**config.mk**
```make
export PLATFORM = sky130hd
export DESIGN_NAME = flexdbg_csr_ahb3
export DESIGN_NICKNAME = d
export VERILOG_FILES = /design/src/rtl/ahb3lite_pkg.sv /design/src/rtl/flexdbg_pkg.sv /design/src/rtl/flexdbg_csr_ahb3.sv
export SDC_FILE = /design/constraint.sdc
export NUM_CORES = 1
export LEC_CHECK = 0
export CAP_MARGIN = 20
export CORE_ASPECT_RATIO = 1.2
export CORE_UTILIZATION = 38
export CTS_CLUSTER_DIAMETER = 60
export DETAILED_ROUTE_END_ITERATION = 10
export PLACE_DENSITY = 0.77
export SLEW_MARGIN = 20
export SYNTH_ARGS = -nofsm -noshare
export SYNTH_HDL_FRONTEND = slang
export SYNTH_SLANG_ARGS = --single-unit
```
**constraint.sdc**
```tcl
create_clock -name CLK -period 2.2 [get_ports CLK]
set_clock_uncertainty 0.1 [all_clocks]
set_input_delay 0.44 -clock CLK [delete_from_list [all_inputs] [get_ports CLK]]
set_output_delay 0.44 -clock CLK [all_outputs]
set_load 0.005 [all_outputs]
```
**src/rtl/ahb3lite_pkg.sv**
```systemverilog
// AHB3-Lite transfer-type and transfer-size encodings shared by AHB slaves.
package ahb3lite_pkg;

   localparam logic [1:0] HTRANS_IDLE   = 2'b00;
   localparam logic [1:0] HTRANS_BUSY   = 2'b01;
   localparam logic [1:0] HTRANS_NONSEQ = 2'b10;
   localparam logic [1:0] HTRANS_SEQ    = 2'b11;

   localparam logic [2:0] HSIZE_BYTE = 3'b000;
   localparam logic [2:0] HSIZE_HALF = 3'b001;
   localparam logic [2:0] HSIZE_WORD = 3'b010;

endpackage

```
**src/rtl/flexdbg_pkg.sv**
```systemverilog
// Register map, FSM state type and byte-lane helpers for the debugger CSR slave.
package flexdbg_pkg;

   import ahb3lite_pkg::*;

   localparam int unsigned OW = 8;

   localparam logic [31:0] ID_VALUE   = 32'hF1EC_DB61;
   localparam logic [15:0] CLKDIV_RST = 16'd4;

   localparam logic [OW-1:0] CSR_ID      = 8'h00;
   localparam logic [OW-1:0] CSR_CTRL    = 8'h04;
   localparam logic [OW-1:0] CSR_CLKDIV  = 8'h08;
   localparam logic [OW-1:0] CSR_DROPPED = 8'h0C;
   localparam logic [OW-1:0] CSR_SCRATCH = 8'h10;

   // IDLE: nothing pending; DATA: zero-wait OKAY data phase;
   // ERR1/ERR2: the two cycles of an AHB ERROR response.
   typedef enum logic [1:0] {
      ST_IDLE = 2'd0,
      ST_DATA = 2'd1,
      ST_ERR1 = 2'd2,
      ST_ERR2 = 2'd3
   } state_e;

   typedef struct packed {
      logic jtag_direct;
      logic jtagnswd;
   } ctrl_t;

   // Byte lanes touched by a transfer of the given size at the given address.
   function automatic logic [3:0] lane_mask(input logic [2:0] size, input logic [1:0] addr);
      logic [3:0] m;
      case (size)
         HSIZE_BYTE: m = 4'b0001 << addr;
         HSIZE_HALF: m = addr[1] ? 4'b1100 : 4'b0011;
         default:    m = 4'b1111;
      endcase
      return m;
   endfunction

   // Replace the enabled byte lanes of old_val with those of new_val.
   function automatic logic [31:0] merge_lanes(input logic [31:0] old_val,
                                               input logic [31:0] new_val,
                                               input logic [3:0]  mask);
      logic [31:0] r;
      r = old_val;
      for (int i = 0; i < 4; i++) begin
         if (mask[i]) r[i*8 +: 8] = new_val[i*8 +: 8];
      end
      return r;
   endfunction

endpackage

```
**src/rtl/flexdbg_csr_ahb3.sv**
```systemverilog
// AHB3-Lite CSR slave for the debugger: ID, CTRL, CLKDIV, DROPPED, SCRATCH.
// Handshake: an address phase is taken when HSEL && HREADY && HTRANS[1];
// its data phase is the next cycle, completing when HREADYOUT=1. Good
// transfers are zero wait; bad ones get a two-cycle ERROR (HREADYOUT 0 then 1).
module flexdbg_csr_ahb3
   import ahb3lite_pkg::*;
   import flexdbg_pkg::*;
(
   input  logic        CLK,
   input  logic        RESETn,
   input  logic        HSEL,
   input  logic [31:0] HADDR,
   input  logic [1:0]  HTRANS,
   input  logic        HWRITE,
   input  logic [2:0]  HSIZE,
   input  logic [2:0]  HBURST,
   input  logic [3:0]  HPROT,
   input  logic [31:0] HWDATA,
   input  logic        HREADY,
   output logic        HREADYOUT,
   output logic        HRESP,
   output logic [31:0] HRDATA,
   input  logic [9:0]  DROPPED,
   output logic        JTAGNSWD,
   output logic        JTAG_DIRECT,
   output logic [15:0] CLKDIV,
   output logic [1:0]  dbg_state
);

   state_e          state_q, state_d;
   logic [OW-1:0]   addr_q, addr_d;
   logic            write_q, write_d;
   logic [2:0]      size_q, size_d;
   logic            hreadyout_q, hreadyout_d;
   logic            hresp_q, hresp_d;

   ctrl_t           ctrl_q, ctrl_d;
   logic [15:0]     clkdiv_q, clkdiv_d;
   logic [31:0]     scratch_q, scratch_d;

   logic            accept;
   logic            a_err;
   logic [OW-1:0]   a_reg;
   logic [OW-1:0]   d_reg;
   logic            wr_en;
   logic [3:0]      wr_mask;
   logic [31:0]     ctrl_m, clkdiv_m;
   logic [31:0]     rd_val;

   // Routing is upstream, so the high address bits and burst/prot carry nothing here.
   logic            unused_ok;
   assign unused_ok = ^{HADDR[31:OW], HBURST, HPROT};

   // Address-phase decode: acceptance and the error classification of the transfer.
   always_comb begin
      accept = HSEL && HREADY && HTRANS[1];
      a_reg  = {HADDR[OW-1:2], 2'b00};
      a_err  = 1'b0;
      if (HADDR[OW-1:2] > 6'd4)                                   a_err = 1'b1;
      if (HWRITE && (a_reg == CSR_ID || a_reg == CSR_DROPPED))    a_err = 1'b1;
      if (HSIZE > HSIZE_WORD)                                     a_err = 1'b1;
      if (HSIZE == HSIZE_HALF && HADDR[0])                        a_err = 1'b1;
      if (HSIZE == HSIZE_WORD && HADDR[1:0] != 2'b00)             a_err = 1'b1;
   end

   // Next state, captured address-phase fields and registered response outputs.
   always_comb begin
      state_d = ST_IDLE;
      addr_d  = addr_q;
      write_d = write_q;
      size_d  = size_q;
      if (state_q == ST_ERR1) begin
         state_d = ST_ERR2;
      end else if (accept) begin
         state_d = a_err ? ST_ERR1 : ST_DATA;
         addr_d  = HADDR[OW-1:0];
         write_d = HWRITE;
         size_d  = HSIZE;
      end
      hreadyout_d = (state_d != ST_ERR1);
      hresp_d     = (state_d == ST_ERR1) || (state_d == ST_ERR2);
   end

   // Bus FSM with its registered HREADYOUT/HRESP.
   always_ff @(posedge CLK or negedge RESETn) begin
      if (!RESETn) begin
         state_q     <= ST_IDLE;
         addr_q      <= '0;
         write_q     <= 1'b0;
         size_q      <= HSIZE_BYTE;
         hreadyout_q <= 1'b1;
         hresp_q     <= 1'b0;
      end else begin
         state_q     <= state_d;
         addr_q      <= addr_d;
         write_q     <= write_d;
         size_q      <= size_d;
         hreadyout_q <= hreadyout_d;
         hresp_q     <= hresp_d;
      end
   end

   // Data-phase write merge; only good transfers ever reach ST_DATA.
   always_comb begin
      d_reg     = {addr_q[OW-1:2], 2'b00};
      wr_en     = (state_q == ST_DATA) && write_q;
      wr_mask   = lane_mask(size_q, addr_q[1:0]);
      ctrl_m    = merge_lanes({30'd0, ctrl_q}, HWDATA, wr_mask);
      clkdiv_m  = merge_lanes({16'd0, clkdiv_q}, HWDATA, wr_mask);
      ctrl_d    = ctrl_q;
      clkdiv_d  = clkdiv_q;
      scratch_d = scratch_q;
      if (wr_en) begin
         case (d_reg)
            CSR_CTRL:    ctrl_d    = ctrl_t'(ctrl_m[1:0]);
            CSR_CLKDIV:  clkdiv_d  = (clkdiv_m[15:0] == 16'd0) ? 16'd1 : clkdiv_m[15:0];
            CSR_SCRATCH: scratch_d = merge_lanes(scratch_q, HWDATA, wr_mask);
            default:     ;
         endcase
      end
   end

   // Register file.
   always_ff @(posedge CLK or negedge RESETn) begin
      if (!RESETn) begin
         ctrl_q    <= '0;
         clkdiv_q  <= CLKDIV_RST;
         scratch_q <= '0;
      end else begin
         ctrl_q    <= ctrl_d;
         clkdiv_q  <= clkdiv_d;
         scratch_q <= scratch_d;
      end
   end

   // Read mux; DROPPED is live, not snapshotted at the address phase.
   always_comb begin
      case (d_reg)
         CSR_ID:      rd_val = ID_VALUE;
         CSR_CTRL:    rd_val = {30'd0, ctrl_q};
         CSR_CLKDIV:  rd_val = {16'd0, clkdiv_q};
         CSR_DROPPED: rd_val = {22'd0, DROPPED};
         CSR_SCRATCH: rd_val = scratch_q;
         default:     rd_val = 32'd0;
      endcase
      HRDATA = (state_q == ST_DATA && !write_q) ? rd_val : 32'd0;
   end

   assign HREADYOUT   = hreadyout_q;
   assign HRESP       = hresp_q;
   assign JTAGNSWD    = ctrl_q.jtagnswd;
   assign JTAG_DIRECT = ctrl_q.jtag_direct;
   assign CLKDIV      = clkdiv_q;
   assign dbg_state   = state_q;

endmodule

```
==> flow_metrics.py <==
metrics = {
    "power_and_ir_drop": {
        "total_power_mw": 4.66,
        "leakage_nw": 2.42,
        "power_density_nw_per_um2": 869,
        "vdd_drop_max_mv": 0.429,
    },
    "setup_path": {
        "r2r_cells": 8,
        "path_cells": "or4_4 > buf_6 > nor3_4 > buf_6 > buf_6 > buf_6 > a221oi_2 > nor2_1 > buf_2",
        "critPathSlowestCell": "or4_4",
        "cp.required_ns": 1.66,
        "timing.critical_path.buf_inv": 5,
        "startpoint_type": "flip-flop",
        "worstSetupPathType": "reg -> out",
        "path_delay_family": "simple AND/OR/NAND/NOR gates",
        "arrival_ns": 2.20,
        "crit_fanout": 3,
        "crit_cells": 9,
        "path_common_cell": "buf_6",
        "end_kind": "primary output",
        "cpPeakStageDelay_ns": 0.56,
    },
    "clocking": {
        "clk_latency_ns": 0.34,
        "cts_made_buffers": 9,
        "cts-root-buf": "clkbuf_8",
        "cts.path.max_buffers": 2,
        "tritoncts": "yes",
        "cts-hold-fix-buffers": 0,
        "clkSlewWorstSetupHoldPaths_ns": 0.07,
        "ctsHtreeMaxLevel": 3,
        "cts.sinks": 66,
    },
    "finish": {
        "n_fill_cell": 650,
        "fin_area_um2": 5370,
        "final_nets": 542,
        "multiInputGateArea_um2": 1740,
        "final_cells": 570,
        "ff_latch_area_um2": 1650,
        "fin_util": 0.654,
        "drive_gt1_frac": 0.485,
        "diodes": 0,
        "synthToLayoutAreaGrowth_pct": 64.7,
    },
    "logic_synthesis": {
        "ys.flop_type": "dfrtp_1",
        "synth_top_family_by_area": "multiplexers",
        "synth.distinct_cells": 35,
        "ys_top_cells_by_area": "dfrtp_1 (49%), mux2_2 (20%), mux2_1 (4.5%), nor2_1 (2.6%), a221oi_1 (2.4%)",
        "synth_fa_ha_area_frac": 0,
        "yosysMostFrequentCell": "dfrtp_1",
        "syn_inst": 277,
        "synth-compound-area-share": 0.0860,
        "synth_nets": 368,
        "synth.avg_cell_area_um2": 11.8,
        "synth.top_cell.area_share": 0.492,
        "synth_xor_area_frac": 0.00269,
        "yosys.area_share.simple": 0.114,
        "synth_edf_count": 0,
        "netlist_area_um2": 3260,
        "synth-async-reset-ratio": 1.00,
        "ys_seq_area_frac": 0.508,
        "muxShareOfSynthArea": 0.261,
        "synth_top_cell_by_area": "dfrtp_1",
        "yosys_warnings": 0,
        "synth_common_cells": "dfrtp_1 (64), mux2_2 (58), nor2_1 (23)",
        "ys_ff_latch": 66,
    },
    "placement": {
        "place_congestion": 0.783,
        "io_buffers": 112,
        "dpl_cell_area_um2": 4820,
        "dpl.hpwl_um": 6450,
        "post-place-ws_ns": -0.502,
        "dp.cells": 528,
    },
    "timing": {
        "fin_ws_ns": -0.540,
        "max_slew_margin": 0.642,
        "fmax_ghz": 0.365,
        "hold_ws_ns": 0.0134,
        "worst_pin_slew_ns": 0.534,
        "hold_viol_final": 0,
        "finalSetupViolCount": 40,
        "tns_ns": -8.85,
        "grt_setup_unrepaired": "true",
        "post-route-min-period_ns": 2.74,
        "fin_crit_sh": 1.25,
        "drv_slew": 0,
    },
    "min_path": {
        "hp-class": "in -> async",
    },
    "grt": {
        "grt_usage": 0.232,
        "grt_overflow": 0,
        "antenna_found_initial": 0,
        "grt_max_degree": 67,
        "first_global_vias": 3089,
        "grt_pass1_wl_um": 15600,
    },
    "die": {
        "rows": 36,
        "core_area_um2": 8200,
        "dieArea_um2": 8950,
        "io_pins": 145,
        "die_x_um": 86.5,
        "start_util": 0.397,
        "die_y_um": 103,
    },
    "routing": {
        "routed_wl_um": 9700,
        "drc": 0,
        "vias": 2921,
        "dr.pass1.iters": 4,
        "drtIter0Drc": 99,
        "ant_nets": 0,
        "wire_per_inst_um": 17.0,
        "routed_via_density": 5.12,
    },
    "run_status": {
        "outcome": "finished, violations left",
        "violations": "negative setup slack",
    },
    "flow_run": {
        "max-cap-violations": 0,
    },
}
==> state kept, by name (all words and copies together) (netlist names) <==
name         count
HRESP            1
JTAGNSWD         1
JTAG_DIRECT      1
HREADYOUT        1
dbg_state        2
size_q           3
write_q          1
scratch_q       32
addr_q           8
CLKDIV          16
==> where the power goes <==
group	total [mW]	internal [mW]	switching, mW
combinational	1.93	1.12	0.806
sequential	1.82	1.56	0.259
clock	0.913	0.466	0.447
total	4.66	3.15	1.51
==> worst register-to-register path, delay by kind of cell (launching register included) <==
kind | cells | cell delay (ns)
flops | 1 | 0.38
mux | 1 | 0.31
simple gates | 3 | 0.85
buf+inv | 4 | 0.53
==> kinds of logic after synthesis <==
family | after synthesis
AOI/OAI and AO/OA | 42
xor gates and xnor gates | 1
buffers and inverters | 23
DFF | 66
muxes | 76
and+or+nand+nor | 69
==> routing by layer <==
metal,wire length [um],GRT usage
met5,0,0
met4,182,0.0910
met3,592,0.0548
met1,3710,0.266
met2,5210,0.419
==> cell usage in the layout (no fill, tap or decap), types with 2 or more instances in the layout <==
cell type        netlist  layout
a21oi_1               15       5
a21oi_2                2      11
a221oi_1               9       2
a221oi_2               0       7
a22oi_1                7       2
a22oi_2                0       5
and3_1                 9       5
and3_4                 0       4
buf_12                 0       6
buf_2                  2      30
buf_4                  1      30
buf_6                  0      28
clkbuf_1               8       2
clkbuf_8               0      11
clkdlybuf4s50_1        0      79
clkinv_2               0       3
dfrtp_1               64      64
dfstp_2                2       2
inv_1                 12      12
mux2_2                58      58
mux2_4                 0      12
mux2i_1                5       5
nand2_1                9       7
nand2b_1               3       3
nand3_1                4       4
nor2_1                23      22
nor3_1                 9       8
nor3_4                 1       3
nor3b_2                1       2
nor4_1                 2       2
o21ai_0                4       4
o21ai_1                2       2
==> area by class of cell <==
class / count / area share
multi-input combinational: 188 / 0.324
sequential: 66 / 0.308
timing repair buffer: 174 / 0.301
clock buffer: 13 / 0.0296
tap: 114 / 0.0266
inverter: 12 / 0.00840
clock inverter: 3 / 0.00280
==> final timing paths <==
check                              startpoint            end  slack (ns)
max in group asynchronous              RESETn      CLKDIV[2]        1.66
min in group CLK                scratch_q[26]  scratch_q[26]        0.40
worst max-delay path                addr_q[7]     HRDATA[14]       -0.54
worst min-delay path                   RESETn  scratch_q[11]        0.01
worst min register to register  scratch_q[26]  scratch_q[26]        0.40
worst max register to register      addr_q[7]     CLKDIV[14]       -0.09
==> repair_timing <==
action	in CTS	in global routing
cloned	1	0
setup endpoints to repair	48	51
resized for setup	200	7
setup buffers	21	7
pin swaps	20	21
No activity file was read; power rests on OpenSTA's default activity.
